## src/rtl/tx_mux_pkg.sv

```systemverilog
// tx_mux_pkg: shared definitions for the TX framing path.
//  - FSM state encodings (plain 3-bit constants so legacy users can compare them)
//  - clog2_min1: width helper that never returns 0 (a 1-entry index still needs 1 bit)
//  - bytes_of: payload bytes per word
//  - hdr_byte: header byte for a granted channel index
package tx_mux_pkg;

  localparam logic [2:0] ST_IDLE  = 3'd0;
  localparam logic [2:0] ST_GRANT = 3'd1;
  localparam logic [2:0] ST_HDR   = 3'd2;
  localparam logic [2:0] ST_DATA  = 3'd3;
  localparam logic [2:0] ST_CSUM  = 3'd4;
  localparam logic [2:0] ST_REL   = 3'd5;

  function automatic int clog2_min1(input int n);
    int r;
    r = 1;
    for (int i = 1; i < 31; i++)
      if ((1 << i) < n) r = i + 1;
    return r;
  endfunction

  function automatic int bytes_of(input int dw);
    return dw / 8;
  endfunction

  // Channel index zero-extended; callers pass at most 8 index bits (N_CH <= 256).
  function automatic logic [7:0] hdr_byte(input logic [7:0] idx);
    return idx;
  endfunction

endpackage

```

## src/rtl/tx_arb.sv

```systemverilog
// tx_arb: combinational request arbiter.
//  ARB_RR=0 : lowest set request index wins.
//  ARB_RR=1 : first set index strictly after ptr, wrapping (ptr = last winner).
// Ports:
//  req   in  N_CH   request vector
//  ptr   in  IDX_W  last granted index (round-robin only)
//  grant out N_CH   one-hot winner (0 when no request)
//  gidx  out IDX_W  winner index
//  any   out 1      at least one request present
module tx_arb #(
  parameter int N_CH   = 4,
  parameter int ARB_RR = 0,
  parameter int IDX_W  = 2
) (
  input  logic [N_CH-1:0]  req,
  input  logic [IDX_W-1:0] ptr,
  output logic [N_CH-1:0]  grant,
  output logic [IDX_W-1:0] gidx,
  output logic             any
);

  always_comb begin
    int j;
    j     = 0;
    grant = '0;
    gidx  = '0;
    any   = 1'b0;
    // Scan order starts just after ptr for round-robin; first hit wins.
    for (int i = 0; i < N_CH; i++) begin
      j = (ARB_RR != 0) ? ((int'(ptr) + 1 + i) % N_CH) : i;
      if (!any && req[j]) begin
        any      = 1'b1;
        grant[j] = 1'b1;
        gidx     = IDX_W'(j);
      end
    end
  end

endmodule

```

## src/rtl/tx_mux_arb.sv

```systemverilog
// tx_mux_arb: arbitrates N_CH word producers and serialises the granted word
// into the 8-bit TX FIFO as [header = channel index][data bytes MSB first]
// [checksum, optional]. Every byte waits on FIFO backpressure.
// Optional feature: define TX_MUX_ARB_CSUM_EN to append an XOR checksum byte
// (header ^ all data bytes) after the data; undefined builds have no checksum
// logic at all.
// Ports:
//  clk    in   system clock
//  rst    in   synchronous reset, active high (abandons any partial frame)
//  req    in   N_CH level requests
//  data   in   N_CH*DATA_W words, channel i at data[i*DATA_W +: DATA_W]
//  wfull  in   TX FIFO full
//  out    out  byte to FIFO (0 outside byte states)
//  winc   out  FIFO write strobe (= !wfull in byte states)
//  accept out  one-hot grant, GRANT through REL
//  busy   out  state != IDLE
module tx_mux_arb
  import tx_mux_pkg::*;
#(
  parameter int N_CH   = 4,
  parameter int DATA_W = 16,
  parameter int ARB_RR = 0
) (
  input  logic                     clk,
  input  logic                     rst,
  input  logic [N_CH-1:0]          req,
  input  logic [N_CH*DATA_W-1:0]   data,
  input  logic                     wfull,
  output logic [7:0]               out,
  output logic                     winc,
  output logic [N_CH-1:0]          accept,
  output logic                     busy
);

  localparam int BYTES = bytes_of(DATA_W);
  localparam int IDX_W = clog2_min1(N_CH);
  localparam int K_W   = clog2_min1(BYTES);

  logic [2:0]        state_q, state_d;
  logic [IDX_W-1:0]  g_q, g_d;
  logic [IDX_W-1:0]  ptr_q, ptr_d;
  logic [DATA_W-1:0] word_q, word_d;
  logic [K_W-1:0]    k_q, k_d;
  logic [N_CH-1:0]   accept_q, accept_d;
`ifdef TX_MUX_ARB_CSUM_EN
  logic [7:0]        csum_q, csum_d;
`endif

  logic [N_CH-1:0]  arb_grant;
  logic [IDX_W-1:0] arb_idx;
  logic             arb_any;

  tx_arb #(.N_CH(N_CH), .ARB_RR(ARB_RR), .IDX_W(IDX_W)) u_arb (
    .req   (req),
    .ptr   (ptr_q),
    .grant (arb_grant),
    .gidx  (arb_idx),
    .any   (arb_any)
  );

  assign accept = accept_q;
  assign busy   = (state_q != ST_IDLE);

  always_comb begin
    state_d  = state_q;
    g_d      = g_q;
    ptr_d    = ptr_q;
    word_d   = word_q;
    k_d      = k_q;
    accept_d = accept_q;
`ifdef TX_MUX_ARB_CSUM_EN
    csum_d   = csum_q;
`endif
    out      = 8'h00;
    winc     = 1'b0;
    case (state_q)
      ST_IDLE: if (arb_any) begin
        state_d  = ST_GRANT;
        g_d      = arb_idx;
        ptr_d    = arb_idx;
        accept_d = arb_grant;
      end
      ST_GRANT: begin
        word_d  = data[int'(g_q)*DATA_W +: DATA_W];
        k_d     = '0;
        state_d = ST_HDR;
      end
      ST_HDR: begin
        out  = hdr_byte(8'(g_q));
        winc = !wfull;
        if (!wfull) begin
          state_d = ST_DATA;
`ifdef TX_MUX_ARB_CSUM_EN
          csum_d  = hdr_byte(8'(g_q));
`endif
        end
      end
      ST_DATA: begin
        // Word is shifted left per written byte, so the MSB byte is always current.
        out  = word_q[DATA_W-1 -: 8];
        winc = !wfull;
        if (!wfull) begin
          word_d = word_q << 8;
          k_d    = k_q + K_W'(1);
`ifdef TX_MUX_ARB_CSUM_EN
          csum_d = csum_q ^ word_q[DATA_W-1 -: 8];
          if (k_q == K_W'(BYTES-1)) state_d = ST_CSUM;
`else
          if (k_q == K_W'(BYTES-1)) state_d = ST_REL;
`endif
        end
      end
`ifdef TX_MUX_ARB_CSUM_EN
      ST_CSUM: begin
        out  = csum_q;
        winc = !wfull;
        if (!wfull) state_d = ST_REL;
      end
`endif
      ST_REL: if (!req[g_q]) begin
        state_d  = ST_IDLE;
        accept_d = '0;
      end
      default: begin
        state_d  = ST_IDLE;
        accept_d = '0;
      end
    endcase
  end

  always_ff @(posedge clk) begin
    if (rst) begin
      state_q  <= ST_IDLE;
      g_q      <= '0;
      ptr_q    <= IDX_W'(N_CH-1);  // ch0 wins the first round-robin pass
      word_q   <= '0;
      k_q      <= '0;
      accept_q <= '0;
`ifdef TX_MUX_ARB_CSUM_EN
      csum_q   <= '0;
`endif
    end else begin
      state_q  <= state_d;
      g_q      <= g_d;
      ptr_q    <= ptr_d;
      word_q   <= word_d;
      k_q      <= k_d;
      accept_q <= accept_d;
`ifdef TX_MUX_ARB_CSUM_EN
      csum_q   <= csum_d;
`endif
    end
  end

endmodule

```

## config.mk

```make
export PLATFORM = sky130hd
export DESIGN_NAME = tx_mux_arb
export DESIGN_NICKNAME = d
export VERILOG_FILES = /design/src/rtl/tx_mux_pkg.sv /design/src/rtl/tx_arb.sv /design/src/rtl/tx_mux_arb.sv
export SDC_FILE = /design/constraint.sdc
export NUM_CORES = 1
export LEC_CHECK = 0
export CAP_MARGIN = 0
export CELL_PAD_IN_SITES_DETAIL_PLACEMENT = 0
export CELL_PAD_IN_SITES_GLOBAL_PLACEMENT = 1
export CORE_MARGIN = 4
export CORE_UTILIZATION = 31
export CTS_BUF_LIST = sky130_fd_sc_hd__clkbuf_16
export CTS_CLUSTER_DIAMETER = 80
export DETAILED_ROUTE_END_ITERATION = 10
export GPL_TIMING_DRIVEN = 0
export PLACE_DENSITY_LB_ADDON = 0.1
export SLEW_MARGIN = 20
export SYNTH_ARGS = -nofsm -noshare
export SYNTH_HDL_FRONTEND = slang
export SYNTH_SLANG_ARGS = --single-unit
```

## constraint.sdc

```tcl
create_clock -name clk -period 4.3 [get_ports clk]
set_input_delay 0.86 -clock clk [delete_from_list [all_inputs] [get_ports clk]]
set_output_delay 0.86 -clock clk [all_outputs]
set_load 0.005 [all_outputs]
```

==> results of run 1 <==
[worst max-delay path: stages, from the launching register on]
cell             delay (ps)
dfxtp_1                 300
buf_2                   200
buf_1                   410
and3b_1                 370
and2_1                  160
clkdlybuf4s50_1         530
[flip-flops by register name, summed over array words and instances (netlist names)]
signal / cells
accept: 4
g_q: 2
k_q: 1
state_q: 3
word_q: 16
[cells in the final DEF, fill, tap and decap left out, types with 5 or more instances in the layout]
cell type / synthesis / final
and2_1: 13 / 13
buf_2: 7 / 7
clkdlybuf4s50_1: 0 / 82
nand3_1: 7 / 7
nor2_1: 5 / 5
a221o_1: 8 / 8
dfxtp_1: 26 / 26
a22o_1: 8 / 8
mux4_2: 16 / 16
[cells in the mapped netlist]
cell	n	area (µm²)
buf_2	7	35.03
nor3b_1	1	7.510
clkbuf_1	2	7.510
nand3_1	7	35.03
or2_2	2	12.51
o21a_1	3	22.52
o31ai_1	1	7.510
buf_6	2	22.52
o311ai_0	2	17.52
a21oi_1	4	20.02
a211oi_1	1	7.510
nor4b_1	2	17.52
nor4b_4	1	23.77
a221o_1	8	80.08
mux4_1	1	26.28
nand2b_1	1	6.260
nor4_1	2	12.51
mux2i_1	2	20.02
a31oi_2	1	12.51
a22oi_1	1	7.510
o21ai_1	1	5.000
nand4b_1	2	17.52
nor2b_1	2	12.51
nor3_1	2	10.01
mux4_2	16	360.4
nand2_1	4	15.01
nor2_1	5	18.77
o21ai_0	4	20.02
or4_1	1	7.510
a22o_1	8	70.07
and2_1	13	81.33
and2_0	2	12.51
and3b_1	1	8.760
a31oi_1	1	6.260
inv_1	4	15.01
nor3_4	1	16.27
o22ai_1	1	6.260
a221oi_1	1	8.760
dfxtp_1	26	520.5
buf_1	2	7.510
[through the flow]
step,hold WS [ps],instances
2_1_floorplan,447.1,148
3_3_place_gp,459.3,300
3_5_place_dp,470.6,300
4_1_cts,485.7,304
5_1_grt,508.3,304
6_report,481.6,304
[per-layer routing]
metal	part of all wire	vias to the layer above	GRT usage	routed length [µm]
met1	0.42	791	0.2039	2047
met3	0.062	2	0.03363	305
li1	-	763	-	-
met2	0.52	61	0.2525	2534
met5	0	-	0	0
met4	0.0055	0	0.02534	27
[power by group]
part / leakage (nW) / switching [mW] / total, mW / internal (mW)
Clock: 0.0385 / 0.0817 / 0.206 / 0.124
Combinational: 0.673 / 0.0975 / 0.251 / 0.153
Sequential: 0.213 / 0.0127 / 0.279 / 0.266
[final cells by class]
class / instances / share of cell area
Inverter: 4 / 0.005755
Tap cell: 70 / 0.03357
Multi-Input combinational cell: 105 / 0.3885
Buffer: 13 / 0.02782
Sequential cell: 26 / 0.1995
Clock buffer: 3 / 0.02878
Clock inverter: 1 / 0.001439
Timing Repair Buffer: 82 / 0.3146
[kinds of logic (layout without fill, tap and decap cells)]
logic type / after synthesis / in the layout / synth area share
flip-flops: 26 / 26 / 0.3210
multiplexers: 19 / 19 / 0.2508
AND/OR/NAND/NOR: 49 / 49 / 0.1944
AO/OA/AOI/OAI: 37 / 37 / 0.1798
buffers and inverters: 17 / 103 / 0.05401
[final timing paths]
path         cells after the start  slack (ps)       start         to
max                              5        1210  state_q[0]     out[3]
min                              1         480   word_q[1]  word_q[1]
max reg2reg                      4        2560      g_q[1]  word_q[6]
min reg2reg                      1         480   word_q[1]  word_q[1]
==> impl_metrics.yaml, run 1 <==
detailed_routing:
  dr.pass1.iters: 4
  drtAntennaViolNets: 0
  wl_mm: 4.914
  routedWlPerCell_um: 16.16
  drt_iter0_drc: 159
  drcViolationCount: 0
  num_vias: 1617
  viasPerCell: 5.319
pwr:
  power_leakage_nw: 0.9245
  powerDensity_nw_per_um2: 281.9
  p_total_mw: 0.7354
  ir_drop_mv: 0.1225
floorplan:
  core-area_um2: 5075
  die_y_um: 80.33
  ios: 85
  fp.dieW_um: 80.33
  dieArea_um2: 6452
  rows: 26
  start_util: 0.3195
timing:
  setup_slack_ps: 1214
  finalHoldViolCount: 0
  maxSlewHeadroom: 0.6161
  timing.fmax_mhz: 324.1
  fin_crit_ps: 3086
  fin_setup_tns_ps: 0
  rsz0062_at_grt: "no"
  period_share: 0.7176
  setup_viol: 0
  final_max_slew_viol_count: 0
  worst_pin_slew_ps: 571.4
  fin_skew_ps: 2.460
logic_synthesis:
  yosysWarnings: 0
  synthesis.nets: 219
  yosysSeqAreaShare: 0.3210
  avgSynthCellArea_um2: 10.96
  synth_cells: 148
  ys_types: 40
  ys_ff_latch: 26
  syn_area_um2: 1622
placed_design:
  hpwl_mm: 4.079
  numPortBuffers: 82
  dpl_cell_area_um2: 2530
  gp_congestion: 0.7671
  place_ws_ps: 1356
layout:
  area.sequential_um2: 520.5
  design_area_um2: 2609
  drive_above_1_share: 0.1410
  area_growth_pct: 60.88
  final_nets: 306
  multi_input_area_um2: 1013
  diodes: 0
  fillCellCount: 475
  finish.utilization: 0.5141
critical_path:
  critPathLaunchType: "flop"
  worstPathArrival_ps: 2230
  cp-end-kind: "output port"
  required_ps: 3440
  setup.worst_path.class: "reg -> out"
  path_max_fanout: 10
clocking:
  clk_latency_ps: 260
  clock-root-buffer: "clkbuf_16"
  cts_hold_buf: 0
  cts_max_level: 1
  post_cts_buffers: 0
  numCtsBuffers: 3
  cts.sinks: 26
  clock_path_buffers: 2
  cts-resized-gates: 0
  path_clk_slew_ps: 60
  cts_tree: "yes"
flow_run:
  maxCapViolCount: 0
outcome:
  status: "finished, final reports clean"
grt:
  grt_pass1_vias: 1552
  grt_overflow: 0
  grt_pass1_wl_mm: 7.576
  grt_use_total: 0.1517
  antenna_found_initial: 0
  grt_max_degree: 15
worst_hold_path:
  hold_path.class: "reg -> reg"
Note: power is estimated with default switching activity, not from simulation.
==> inputs of run 2 (changes only) <==
CORE_UTILIZATION = 29   (was 31)
clock period = 3.1 ns   (was 4.3 ns; I/O delays follow)
==> run 2 against run 1 <==
Against the previous run: critical endpoint unchanged; critical path type unchanged; clock power rose by 84%; combinational power up 40%; sequential power rose by 38%; final cell count did not move; sequential cell count is the same; non-clock buffer count unchanged; hold slack lost 1.3 ps; clock-buffer cell count is the same; core utilization is 1.4 points lower.
==> impl_metrics.yaml, run 2 (synthesized netlist as in run 1, its figures left out) <==
outcome:
  status: "finished, final reports clean"
critical_path:
  max_stage_delay_ps: 520
  path_buf_inv: 3
  required_ps: 2480
  cp-end-kind: "output port"
  path_max_fanout: 10
  crit_chain: "buf_2, buf_1, and3b_1, and2_1, clkdlybuf4s50_1"
  startpoint: "state_q[0]"
  worstReg2RegStart: "g_q[1]"
  critPathLaunchType: "flop"
  critPathTopFamily: "buffers and inverters"
  worstPathArrival_ps: 2220
  setup.worst_path.class: "reg -> out"
  slowest_stage: "clkdlybuf4s50_1"
timing:
  maxSlewHeadroom: 0.5739
  timing.fmax_mhz: 352.2
  setup_viol: 0
  worst_pin_slew_ps: 639.2
  finalHoldViolCount: 0
  fin_setup_tns_ps: 0
  rsz0062_at_grt: "no"
  fin_crit_ps: 2840
  hold_ws_ps: 480.4
  period_share: 0.9160
  final_max_slew_viol_count: 0
  fin_skew_ps: 2.342
clocking:
  cts.sinks: 26
  numCtsBuffers: 3
  post_cts_buffers: 0
  clock-root-buffer: "clkbuf_16"
  clk_latency_ps: 260
  cts-resized-gates: 0
  path_clk_slew_ps: 70
  clock_path_buffers: 2
  cts_max_level: 1
  cts_hold_buf: 0
  cts_tree: "yes"
worst_hold_path:
  hp-start: "word_q[10]"
  hold_path.class: "reg -> reg"
floorplan:
  rows: 26
  ios: 85
  core-area_um2: 5270
  start_util: 0.3077
  fp.dieW_um: 82.78
  die_y_um: 82.78
  dieArea_um2: 6852
grt:
  antenna_found_initial: 0
  grt_pass1_wl_mm: 8.266
  grt_overflow: 0
  grt_use_total: 0.1571
  grt_pass1_vias: 1687
  grt_max_degree: 16
placed_design:
  dpl_cell_area_um2: 2530
  hpwl_mm: 4.273
  gp_congestion: 0.7806
  placed_cells: 300
  numPortBuffers: 82
detailed_routing:
  routedWlPerCell_um: 17.14
  num_vias: 1608
  dr.pass1.iters: 4
  viasPerCell: 5.289
  drtAntennaViolNets: 0
  drt_iter0_drc: 86
  drcViolationCount: 0
  wl_mm: 5.211
layout:
  largest-register: "word_q"
  final_nets: 306
  fillCellCount: 507
  drive_above_1_share: 0.1453
  fin_cells: 304
  final_cell_mix: "82 x clkdlybuf4s50_1, 26 x dfxtp_1, 16 x mux4_2"
  largest_register_ffs: 16
  diodes: 0
  area_growth_pct: 62.50
  design_area_um2: 2635
  layout_commonest_cell: "clkdlybuf4s50_1"
pwr:
  power_leakage_nw: 0.9370
  ir_drop_mv: 0.2912
  powerDensity_nw_per_um2: 423.8
  p_total_mw: 1.117
flow_run:
  maxCapViolCount: 0
-- run 2: cell types whose count changed in the layout (fill, tap and decap cells not counted), sizes merged --
cell    change
clkinv      -1
bufinv      +1
-- run 2: power by group --
part           switching (mW)  internal [mW]  leakage, nW
sequential             0.0175          0.369        0.213
clock                   0.122          0.257       0.0511
combinational           0.138          0.213        0.673
-- run 2: routing by layer --
metal  track usage  vias up  wire length, µm
met2        0.2460       57             2481
met5             0        -                0
met4       0.01961        0                8
li1              -      762                -
met3       0.03780        2              337
met1        0.2259      787             2383
-- run 2: through the flow --
step | setup slack, ps | utilization
floorplan | 1323 | -
global placement | 517.6 | 0.4801
detailed placement | 537.6 | 0.4801
CTS | 240.1 | 0.5000
global route | 89.59 | 0.5000
finish | 260.3 | 0.5000
-- run 2: cell type report --
type	instances	area (µm²)	area share
multi-input cells	105	1013	0.3846
plain buffers	13	72.57	0.02754
flip-flops and latches	26	520.5	0.1975
repair buffers	82	820.8	0.3115
clock inverters	1	30.03	0.01140
inverters	4	15.01	0.005698
clock buffers	3	75.07	0.02849
well taps	70	87.58	0.03324
-- run 2: worst paths after layout --
check / to / slack, ps / cells after the start
max: out[3] / 260 / 5
max reg2reg: word_q[3] / 1310 / 4
min reg2reg: word_q[10] / 480 / 1
min: word_q[10] / 480 / 1
==> RTL edit 1: new RTL, config.mk and constraints of run 2 <==
The option `TX_MUX_ARB_CSUM_EN` is turned on by a define.
--- a/src/rtl/tx_mux_arb.sv
+++ b/src/rtl/tx_mux_arb.sv
@@ -14,6 +14,8 @@
 //  winc   out  FIFO write strobe (= !wfull in byte states)
 //  accept out  one-hot grant, GRANT through REL
 //  busy   out  state != IDLE
+`define TX_MUX_ARB_CSUM_EN
+
 module tx_mux_arb
   import tx_mux_pkg::*;
 #(
Formal check against the unedited RTL: not equivalent (Yosys sat finds a counterexample within 10 cycles, from zero or initial values and one cycle with rst high).
==> RTL edit 1 against run 2 <==
  * Core utilization fell by 2.9 points
  * Critical path type unchanged
  * Cell area rose by 24%
  * Area after synthesis grew 31%
  * Register-to-register slack gained 0.04 ns
  * Sequential cell count is 8 higher
  * Power increased by 47%
  * Highest routed layer unchanged
  * Largest power group is now the clock network
  * Routed wire length is 19% higher
  * Setup slack better by 0.015 ns
==> RTL edit 1: results (changes against run 2) <==
| Metric | Value |
|---|---|
| Gpl congestion | 0.721 (-7.6%) |
| Skew-Pair Late Insertion Delay | between 0.2 and 0.3 ns |
| M1 WL | 2860 µm (+20%) |
| Vias per inst | 5.00 (-5.5%) |
| Routing usage on met1 | 20.0% (-2.6 points) |
| Slowest cell on crit path | nor3b_2 |
| Total chip power | 0.00165 W (+47%) |
| Metal2 WL | 2840 µm (+14%) |
| Synth unique cells | 43 (+7.5%) |
| Nets | 379 (+24%) |
| Slew HR | 55.1% (-2.3 points) |
| Seq/Total Area, Yosys | 32.0% (-0.12 points) |
| Post-CTS Repair Setup Buffers | 0 (unchanged) |
| P_leak | 1.13 nW (+20%) |
| RR Endpoint | word_q[14] |
| Met2 usage | 23.3% (-1.3 points) |
| GR Util All Layers | 14.5% (-1.3 points) |
| WP data arrival | 2.20 ns (-0.02 ns) |
| Crit-path max cell delay | 0.58 ns (+0.06 ns) |
| CTS Buf Count | 5 (+2) |
| WL per Instance | 15.3 µm (-11%) |
| Fillers | 672 (+33%) |
| Ratio of cells with drive above 1 in the final layout | 16.2% (+1.7 points) |
| Hold_sp | accept[2] |
| Post-synthesis instance total | 218 (+47%) |
| # diodes | 0 (unchanged) |
| Port Buf Inserts | 83 (+1.2%) |
| Setup Skew | 0.00595 ns (+0.00360 ns) |
| Worst vdd ir | 0.000274 V (-6.0%) |
| Global-route wire length before repair | 9960 µm (+21%) |
| PnR worst setup slack | 0.275 ns (+0.0148 ns) |
| Critical Path Source | state_q[0] |
| Post-placement cell area | 3080 µm² (+22%) |
| Clock Power | 0.000651 W (+72%) |
| Sequential share of power | 31.8% (-2.8 points) |
| Wire length on met3 | 450 µm (+34%) |
| Vias in the first global route | 2011 (+19%) |
| Iteration-0 DRC Markers | 101 (+17%) |
| Mapped Nets | 289 (+32%) |
| Detailed Place HPWL | 4900 µm (+15%) |
| Final WL | 6190 µm (+19%) |
| Flop2flop setup slack | 1.35 ns (+0.04 ns) |
| Crit path to | out[6] |
| H-Tree Depth | 2 (+1) |
| Hold Path End | accept[2] |
| Switching share of power | 26.3% (+1.4 points) |
| Commonest cells post-synth | nor2_1, dfxtp_1, mux4_2 |
| Hold Crit Class | reg2reg |
| R2r startpoint | g_q[0] |
| Pin count of the biggest net entering global routing | 13 (-3) |
| Root buffer cell | clkbuf_16 |
| Status | finished clean |
| Hold slack | 0.482 ns (+0.00163 ns) |
| Post-place setup slack | 0.507 ns (-0.0305 ns) |
| Synth area leaders | dfxtp_1, mux4_2, nor2_1 |
| Met3 usage | 3.29% (-0.49 points) |
| Cells after DPL | 397 (+32%) |
| Synth warn | 0 (unchanged) |
| Hold Path Stages | 1 (unchanged) |
## RTL edit 1: cell count changes after synthesis, sizes merged, moves of 8 or more
| cell | run 2 | this run |
|---|---|---|
| nor2 | 5 | 36 |
| and2 | 15 | 0 |
| o21ai | 5 | 15 |
| a22oi | 1 | 10 |
| a221o | 8 | 0 |
| dfxtp | 26 | 34 |
## RTL edit 1: layout make-up
class                      instances  area, µm²  area share, %
buffer                            19        111           3.40
clock buffer                       5        125           3.82
clock inverter                     3       68.8           2.10
inverter                           3       11.3          0.344
multi-input combinational        162       1330           40.5
sequential                        34        681           20.8
tap                               96        120           3.67
timing repair buffer              83        831           25.4
## RTL edit 1: cell families (layout without fill, tap and decap cells)
| family | count (synthesis) | in the layout | share of synthesized area [%] |
|---|---|---|---|
| simple gates | 76 | 76 | 19.3 |
| compound gates | 58 | 58 | 19.7 |
| flops | 34 | 34 | 32.0 |
| mux | 28 | 28 | 23.3 |
| buf+inv | 22 | 113 | 5.76 |
==> RTL edit 2: new RTL, flow settings as in run 2 <==
Without the edit above. Take the reset off `g_q` and load it in a clocked block of its own.
--- a/src/rtl/tx_mux_arb.sv
+++ b/src/rtl/tx_mux_arb.sv
@@ -131,7 +131,6 @@
   always_ff @(posedge clk) begin
     if (rst) begin
       state_q  <= ST_IDLE;
-      g_q      <= '0;
       ptr_q    <= IDX_W'(N_CH-1);  // ch0 wins the first round-robin pass
       word_q   <= '0;
       k_q      <= '0;
@@ -141,7 +140,6 @@
 `endif
     end else begin
       state_q  <= state_d;
-      g_q      <= g_d;
       ptr_q    <= ptr_d;
       word_q   <= word_d;
       k_q      <= k_d;
@@ -152,5 +150,9 @@
     end
   end
 
+  always_ff @(posedge clk) begin
+    g_q <= g_d;
+  end
+
 endmodule
 
Formal check against the unedited RTL: same outputs for any inputs over 10 cycles, from zero or initial values and one cycle with rst high; that may be too few to reach the edited logic, so the function may still have changed.
==> RTL edit 2 against run 2 <==
  * Combinational power fell by 2%
  * Count of clock-buffer cells in the layout did not move
  * Synthesized cell count grew 1.4%
  * Setup slack improved by 0.29 ns
  * Routed wire length shrank 11%
  * Sequential cell count did not move
  * First-iteration DRC count decreased by 38%
  * Hold slack got worse by 0.0045 ns
  * Power decreased by 0.62%
  * Cell area rose by 1.1%
  * Register-to-register slack improved by 0.15 ns
  * Area after synthesis up 0.39%
  * Critical endpoint is now out[1]
==> RTL edit 2: results (changes against run 2) <==
| Metric | Value |
|---|---|
| Logic inverters | 6 (+2) |
| Synth area leaders | dfxtp_1, mux4_1, nand2_1 |
| Global-route wire length before repair | 7620 µm (-7.8%) |
| P_leak | 1.05 nW (+12%) |
| GR Util All Layers | 13.5% (-2.2 points) |
| Hold slack | 0.476 ns (-0.00451 ns) |
| R2r startpoint | state_q[0] |
| Post-synth EDFFs | 2 (+2) |
| Mapped Nets | 221 (+0.91%) |
| RR Endpoint | accept[0] |
| DR vias | 1534 (-4.6%) |
| Clock group share of total power | 33.7% (-0.3 points) |
| Buffers, non-clock | 94 (-1.1%) |
| Seq/Total Area, Yosys | 33.2% (+1.1 points) |
| Signal buf overhead | 34.3% (+0.39 points) |
| WP data arrival | 1.93 ns (-0.29 ns) |
| Post-placement cell area | 2560 µm² (+1.1%) |
| Worst vdd ir | 0.000215 V (-26%) |
| Gpl congestion | 0.784 (+0.44%) |
| Syn-to-layout area delta | 63.6% |
| Setup Skew | 0.00325 ns (+0.000906 ns) |
| Hold_sp | accept[2] |
| Status | finished clean |
| Worst R2R Path Depth | 5 (+1) |
| Vias in the first global route | 1593 (-5.6%) |
| Fillers | 530 (+4.5%) |
| Post-place setup slack | 0.720 ns (+0.182 ns) |
| Pwr dens | 417 nW/µm² (-1.7%) |
| Critical Path Source | g_q[1] |
| Detailed Place HPWL | 3770 µm (-12%) |
| Flop2flop setup slack | 1.46 ns (+0.15 ns) |
| Ratio of cells with drive above 1 in the final layout | 7.98% (-6.5 points) |
| DIE AREA | 6880 µm² (+0.35%) |
| Commonest cells post-synth | dfxtp_1, nand2_1, mux4_1 |
| #MultiIn Comb | 108 (+2.9%) |
| PnR worst setup slack | 0.548 ns (+0.287 ns) |
| Port Buf Inserts | 84 (+2.4%) |
| Seq cells | 26 (unchanged) |
| Synth unique cells | 37 (-7.5%) |
| Layout clock area frac | 3.95% (-0.043 points) |
| Worst-Margin Slew | 0.636 ns (-0.00299 ns) |
| Avg Inst Size Synth | 10.9 µm² (-0.95%) |
| Nets | 310 (+1.3%) |
| Multi-input combinational area share | 37.2% (-1.2 points) |
-- RTL edit 2: cell count changes after synthesis, moves of 5 or more --
cell     delta
a221o_1     -8
and3_1      +6
and2_1     -12
nand2_1    +18
mux4_2     -15
a22oi_1     +7
mux4_1     +14
nor2_1      +8
nand3_1     -5
-- RTL edit 2: routing by layer --
metal	vias up	share of wire (%)	global-route usage, %	wire length, µm
met5	-	0	0	0
met4	0	1.3	4.31	59
met3	6	6.0	3.27	281
met2	50	49	23.6	2260
met1	716	44	16.2	2040
li1	762	-	-	-
-- RTL edit 2: cells by family (layout without fill, tap and decap cells) --
group | after synthesis | after routing | synth area share [%]
mux | 20 | 20 | 28.1
buf+inv | 16 | 104 | 5.84
compound gates | 32 | 32 | 15.9
simple gates | 56 | 56 | 17.0
flops | 26 | 26 | 33.2
